<file path="src/rtl/play_input_decoder.sv">
// Player button front end: 2-flop synchroniser, debounce, single-button check, valid/ready colour events.
// Optional macro PLAY_ECHO_EN drives o_btn_echo with the held button; without it o_btn_echo is tied low.
module play_input_decoder #(
   parameter int DEBOUNCE_CYCLES = 2000000
) (
   input  logic       i_clk,
   input  logic       i_rst_n,
   input  logic       i_enable,
   input  logic [3:0] i_play_button,
   output logic       o_press_valid,
   output logic [1:0] o_press_color,
   input  logic       i_press_ready,
   output logic       o_press_error,
   output logic       o_overrun,
   output logic [3:0] o_btn_echo
);

   localparam int CNT_W = $clog2(DEBOUNCE_CYCLES + 1);
   localparam logic [CNT_W-1:0] CNT_MAX  = CNT_W'(DEBOUNCE_CYCLES);
   localparam logic [CNT_W-1:0] CNT_LAST = CNT_W'(DEBOUNCE_CYCLES - 1);

   typedef enum logic [2:0] {
      WAIT_REL,
      IDLE,
      DEB_PRESS,
      HELD,
      DEB_REL
   } state_t;

   state_t           state_q, state_d;
   logic [3:0]       sync1_q, sync1_d;
   logic [3:0]       sync_vec_q, sync_vec_d;
   logic [3:0]       prev_q, prev_d;
   logic [3:0]       key_q, key_d;
   logic [CNT_W-1:0] cnt_q, cnt_d;
   logic             valid_q, valid_d;
   logic [1:0]       color_q, color_d;
   logic             error_q, error_d;
   logic             overrun_q, overrun_d;

   logic changed;
   logic stable;
   logic settled;
   logic one_hot;

   function automatic logic [1:0] encode(input logic [3:0] vec);
      case (vec)
         4'b0010: encode = 2'd1;
         4'b0100: encode = 2'd2;
         4'b1000: encode = 2'd3;
         default: encode = 2'd0;
      endcase
   endfunction

   always_comb begin
      // NOTE: every *_d gets a default first so no path through this block can infer a latch.
      sync1_d    = i_play_button;
      sync_vec_d = sync1_q;
      prev_d     = sync_vec_q;
      state_d    = state_q;
      key_d      = key_q;
      color_d    = color_q;
      error_d    = 1'b0;
      overrun_d  = 1'b0;
      valid_d    = valid_q && !i_press_ready;

      changed = (sync_vec_q != prev_q);
      stable  = !changed && (cnt_q == CNT_LAST);
      settled = !changed && (cnt_q >= CNT_LAST);
      one_hot = (sync_vec_q != 4'b0000) && ((sync_vec_q & (sync_vec_q - 4'd1)) == 4'b0000);

      if (changed)
         cnt_d = '0;
      else if (cnt_q != CNT_MAX)
         cnt_d = cnt_q + CNT_W'(1);
      else
         cnt_d = cnt_q;

      if (!i_enable) begin
         state_d = WAIT_REL;
         valid_d = 1'b0;
      end else begin
         case (state_q)
            // A long-settled zero vector also releases us, otherwise a saturated counter would never re-arm.
            WAIT_REL: begin
               if (settled && (sync_vec_q == 4'b0000))
                  state_d = IDLE;
            end
            IDLE: begin
               if (sync_vec_q != 4'b0000) begin
                  state_d = DEB_PRESS;
                  cnt_d   = '0;
               end
            end
            DEB_PRESS: begin
               if (stable) begin
                  if (one_hot) begin
                     state_d = HELD;
                     key_d   = sync_vec_q;
                     if (!valid_d) begin
                        valid_d = 1'b1;
                        color_d = encode(sync_vec_q);
                     end else begin
                        overrun_d = 1'b1;
                     end
                  end else if (sync_vec_q == 4'b0000) begin
                     state_d = IDLE;
                  end else begin
                     error_d = 1'b1;
                     state_d = WAIT_REL;
                  end
               end
            end
            HELD: begin
               if (sync_vec_q != key_q)
                  state_d = DEB_REL;
            end
            DEB_REL: begin
               if (stable)
                  state_d = (sync_vec_q == 4'b0000) ? IDLE : WAIT_REL;
            end
            default: state_d = WAIT_REL;
         endcase
      end
   end

`ifdef PLAY_ECHO_EN
   logic [3:0] echo_q, echo_d;

   always_comb begin
      echo_d = ((state_d == HELD) || (state_d == DEB_REL)) ? key_d : 4'b0000;
   end
`endif

   // NOTE: non-blocking assignments so every flop samples the pre-edge value of every other flop.
   always_ff @(posedge i_clk or negedge i_rst_n) begin
      if (!i_rst_n) begin
         state_q    <= WAIT_REL;
         sync1_q    <= '0;
         sync_vec_q <= '0;
         prev_q     <= '0;
         key_q      <= '0;
         cnt_q      <= '0;
         valid_q    <= 1'b0;
         color_q    <= '0;
         error_q    <= 1'b0;
         overrun_q  <= 1'b0;
`ifdef PLAY_ECHO_EN
         echo_q     <= '0;
`endif
      end else begin
         state_q    <= state_d;
         sync1_q    <= sync1_d;
         sync_vec_q <= sync_vec_d;
         prev_q     <= prev_d;
         key_q      <= key_d;
         cnt_q      <= cnt_d;
         valid_q    <= valid_d;
         color_q    <= color_d;
         error_q    <= error_d;
         overrun_q  <= overrun_d;
`ifdef PLAY_ECHO_EN
         echo_q     <= echo_d;
`endif
      end
   end

   assign o_press_valid = valid_q;
   assign o_press_color = color_q;
   assign o_press_error = error_q;
   assign o_overrun     = overrun_q;

`ifdef PLAY_ECHO_EN
   assign o_btn_echo = echo_q;
`else
   assign o_btn_echo = 4'b0000;
`endif

endmodule

</file>
<file path="config.mk">
export PLATFORM = sky130hd
export DESIGN_NAME = play_input_decoder
export DESIGN_NICKNAME = d
export VERILOG_FILES = /design/src/rtl/play_input_decoder.sv
export SDC_FILE = /design/constraint.sdc
export NUM_CORES = 1
export LEC_CHECK = 0
export CORE_MARGIN = 5
export CORE_UTILIZATION = 30
export CTS_CLUSTER_SIZE = 20
export DETAILED_ROUTE_END_ITERATION = 7
export PLACE_DENSITY_LB_ADDON = 0.15
export SYNTH_ARGS = -nofsm -noshare
export SYNTH_HDL_FRONTEND = slang
export SYNTH_SLANG_ARGS = --single-unit
</file>
<file path="constraint.sdc">
create_clock -name i_clk -period 1.7 [get_ports i_clk]
set_input_delay 0.17 -clock i_clk [delete_from_list [all_inputs] [get_ports i_clk]]
set_output_delay 0.17 -clock i_clk [all_outputs]
set_load 0.02 [all_outputs]
</file>
# [Yosys cells after proc, flatten, opt, wreduce, memory -nomap -nowiden]
# Index checks and enable logic that the tools add are counted.
[classes] addsub=2 n_lt_le_gt_ge=1 eq_ne=16 muxes=29 bitwise=2 reduce_logical=14
[ops] op="two-way mux 21 bit" count=5
[ops] op="adder 21 x 1 -> 21 bit, second input constant" count=1
[ops] op="== test 21 bit, second input constant" count=1
[ops] op="greater-or-equal comparator 21 bit, second input constant" count=1
[ops] op="!= test 21 bit, second input constant" count=1
[ops] op="two-way mux 3 bit" count=6
[ops] op="two-way mux 1 bit" count=15
[ops] op="!= test 3 bit, second input constant" count=5
[ops] op="one-hot mux 3 bit (5 select lines)" count=1
[ops] op="AND reduction 5 bit" count=2
[ops] op="zero test 4 bit" count=2
[ops] op="!= test 4 bit" count=2
[ops] op="== test 3 x 2 -> 1 bit, second input constant" count=2
[ops] op="one-hot mux 2 bit (3 select lines)" count=1
[ops] op="logical AND 1 bit" count=5
[ops] op="bitwise AND 4 bit" count=1
[ops] op="== test 4 x 2 -> 1 bit, second input constant" count=1
[ops] op="== test 4 x 3 -> 1 bit, second input constant" count=1
[ops] op="== test 4 bit, second input constant" count=1
[ops] op="AND reduction 4 bit" count=1
[ops] op="nonzero test 4 bit" count=1
[ops] op="subtractor 4 x 1 -> 4 bit, second input constant" count=1
[ops] op="== test 3 x 1 -> 1 bit, second input constant" count=1
[ops] op="== test 3 bit, second input constant" count=1
[ops] op="4 further kinds" count=5
[word_totals] register_bits=45 inputBits=8 out_inout_bits=9

# [Longest topological paths before layout]
[logic_depth] word_depth=8 mapped_depth=7

# [Worst setup path before layout]
# No wires, ideal clock.
[synth_timing] path_type="reg2reg" startpoint="register cnt_q[13]" endpoint="register key_q[0]" setup_time_ps=125 t_arrival_ps=1793 required_time_ps=1575 path_slack_ps=-218 stages_incl_launch_ff=7 synth_period_minus_slack_ps=1918 path_cell_list="dfrtp_1 -> buf_6 -> nor4b_2 -> and4_1 -> and3_4 -> nor3b_4 -> mux2_2"
[synth_between] elab_chain_cells=3
[synth_lines] item="from (decl)" line_no="35" text="logic [CNT_W-1:0] cnt_q, cnt_d;"
[synth_lines] item="from (signal assigned)" line_no="157" text="cnt_q <= cnt_d;"
[synth_lines] item="== test 21 bit" line_no="68" text="stable = !changed && (cnt_q == CNT_LAST);"
[synth_lines] item="logical AND 1 bit" line_no="68"
[synth_lines] item="AND reduction 4 bit (no line)"
[synth_lines] item="to (signal assigned)" line_no="156" text="key_q <= key_d;"
[synth_lines] item="to (decl)" line_no="34" text="logic [3:0] key_q, key_d;"
# No other way between the ends.
# A chain may end at the register's enable or synchronous reset.

# [Worst setup path after layout]
[layout_timing] startpoint="register cnt_q[12]" endpoint="register key_q[0]"
# The elaborated chain is that of the path after synthesis.

==> out/results.ini <==
[layout]
diodes = 0
syn_to_final_growth_pct = 49.9
fillCellCount = 714
final_area_um2 = 3380
drive_gt1_frac = 0.451
multi_input_area_um2 = 1330
final_nets = 293
regArea_um2 = 1130

[logic_synthesis]
yosysTopAreaCell = dfrtp_1
ys_ff_latch = 45
ys_types = 48
netlist_area_um2 = 2250
ys.flop_type = dfrtp_1
synth_top_area_frac = 0.500
postSynthCellCount = 211
yosysMostFrequentCell = dfrtp_1
synth.avg_cell_area_um2 = 10.7
yosys-top-cells-count = dfrtp_1 (45), nor2_1 (29), xor2_1 (18)
synth_edf_count = 0
ys_seq_area_frac = 0.500
yosysWarnings = 0
async_flop_share = 1.00
synthTopCellsByArea = dfrtp_1 (50%), xor2_1 (7.0%), nor2_1 (4.8%), xnor2_1 (4.3%), mux2_2 (3.0%)

[sta]
setup_viol = 31
whs_ns = 0.295
fin_skew_ns = 0.0102
finalCritPeriodShare = 1.12
min_period_ns = 1.91
max_freq_mhz = 524
rsz0062_at_grt = true
final-hold-violation-count = 0
worst_slack_ns = -0.207
slew_viol_final = 0

[cts]
cts_inserted_buffers = 5
numClockSinks = 45
path_clk_slew_ns = 0.09
cts.path.max_buffers = 2
clk_latency_ns = 0.31
cts_max_level = 2
root_buffer = clkbuf_8
cts_tree = built

[grt]
overflow = 0
antenna_found_initial = 0
grtUsageTotal = 0.107
grt_pass1_wl_um = 8430
grt_pass1_vias = 1782
grt_max_degree = 28

[routing]
vias_per_cell = 4.51
routedWlPerCell_um = 13.1
wl_um = 5010
num_vias = 1729
drc_errors = 0
wl_met2_um = 2260
wl_met3_um = 121
drtAntennaViolNets = 0
routed.top_layer = met4
routedLengthMet1_um = 2580
first_iter_violations = 49
dr.pass1.iters = 4

[die]
top_level_ports = 17
core_area_um2 = 7290
dieArea_um2 = 9340
die_h_um = 96.6
initial_core_util = 0.309
die_w_um = 96.6
rows = 31

[setup_path]
path_delay_family = simple AND/OR/NAND/NOR gates
cp-startpoint = cnt_q[12]$_DFF_PN0_
crit_chain = nor4_4 > and4_1 > and3_4 > nor3b_4 > buf_6 > mux2_4
cp_max_fo = 5
reg2reg_from = cnt_q[12]$_DFF_PN0_
critPathRequiredTime_ns = 1.90
critPathCaptureType = flip-flop
critPathArrivalTime_ns = 2.10
slowest_delay_ns = 0.42
cpMaxStageDelayCell = dfrtp_1
critPathBufInv = 1
path_class = reg -> reg
worst_setup_path_start_kind = flip-flop

[run]
maxCapViolCount = 0

[outcome]
violations = setup timing
status = finished, violations left

[pwr]
p_seq_frac = 0.542
power.leakage_uw = 0.00143
switchingPower_uw = 535
vdd_ir_drop_max_uv = 502
comb_power_share = 0.102
p_per_area_nw_per_um2 = 598
intPower_uw = 1480
finalPower_uw = 2020
swShare = 0.265
p_clk_frac = 0.356

[placed_design]
placed_area_um2 = 2830
io_buffer_count = 12
dpl.hpwl_um = 3380
place.gp.congestion = 0.736

[worst_hold_path]
hold_class = in -> reg
min-delay-start = i_play_button[3]

-- timing repair --
action | in CTS | in global routing
pin swaps | 10 | 17
setup endpoints to repair | 33 | 32
hold buffers | 1 | 0
setup buffers | 5 | 5
gates resized for setup | 34 | 47
cloned | 1 | 2
endpoints found under the hold margin | 18 | 0
-- through the flow --
stage	cells	util	setup WS, ns	setup TNS [ns]
after floorplan	214	-	-0.217	-1.28
after global placement	363	0.387	-0.354	-4.32
after detailed placement	363	0.387	-0.400	-4.72
after CTS	378	0.428	-0.248	-1.73
after global routing	383	0.463	-0.306	-4.84
final	383	0.463	-0.207	-2.52
-- cells by family (layout without fill, tap and decap cells) --
| logic type | after synthesis | after routing | share of synthesized area |
|---|---|---|---|
| AOI/OAI and AO/OA | 22 | 22 | 0.0711 |
| xor gates and xnor gates | 29 | 29 | 0.113 |
| adders and majority gates | 2 | 2 | 0.0111 |
| buffers and inverters | 16 | 86 | 0.0411 |
| DFF | 45 | 45 | 0.500 |
| muxes | 7 | 7 | 0.0344 |
| other | 1 | 4 | 0.00167 |
| and+or+nand+nor | 89 | 89 | 0.228 |
-- cells in the final DEF, fill, tap and decap left out, types with 4 or more instances in the layout --
cell / instances
buf_4: 46
dfrtp_1: 45
xor2_1: 17
nor2_4: 11
nor2_2: 11
buf_6: 11
clkdlybuf4s50_1: 11
xnor2_1: 10
nand2_1: 7
nand3_1: 7
nor2_1: 7
nor3_1: 6
mux2_4: 6
nor2b_1: 5
clkbuf_8: 5
inv_1: 4
nand2b_1: 4
conb_1: 4
-- power groups by stage --
stage | clock, uW | sequential, uW | combinational (uW)
final | 719 | 1100 | 206
after global routing | 785 | 1100 | 225
after CTS | 745 | 1100 | 181
after detailed placement | 0 | 1120 | 153
after global placement | 0 | 1120 | 154
after floorplan | 0 | 1110 | 77.1
-- cell type report --
type,instances,area share
well taps,99,0.0367
repair buffers,74,0.203
inverters,4,0.00445
flip-flops and latches,45,0.333
clock inverters,3,0.00778
multi-input cells,153,0.395
clock buffers,5,0.0204
-- registers in the layout, indices dropped and copies added, names as in the netlist --
name	flops
o_press_error	1
state_q	3
prev_d	4
sync1_q	4
o_press_valid	1
key_q	4
o_overrun	1
prev_q	4
cnt_q	21
o_press_color	2
-- worst paths after layout --
check | to | slack (ns) | depth (start not counted)
worst max-delay path | key_q[0]$_DFFE_PN0P_ | -0.21 | 6
worst min-delay path | sync1_q[3]$_DFF_PN0_ | 0.29 | 1
worst max register to register | key_q[0]$_DFFE_PN0P_ | -0.21 | 6
worst min register to register | prev_d[3]$_DFF_PN0_ | 0.36 | 0
max in group asynchronous | cnt_q[12]$_DFF_PN0_ | 0.86 | 3
min in group asynchronous | o_press_color[1]$_DFFE_PN0P_ | 0.34 | 2
-- metal layers --
layer,up-vias,GRT usage
li1,864,-
met1,840,0.151
met2,20,0.165
met3,5,0.0237
met4,0,0.0324
met5,-,0
Power figures use the tool's default switching activity.
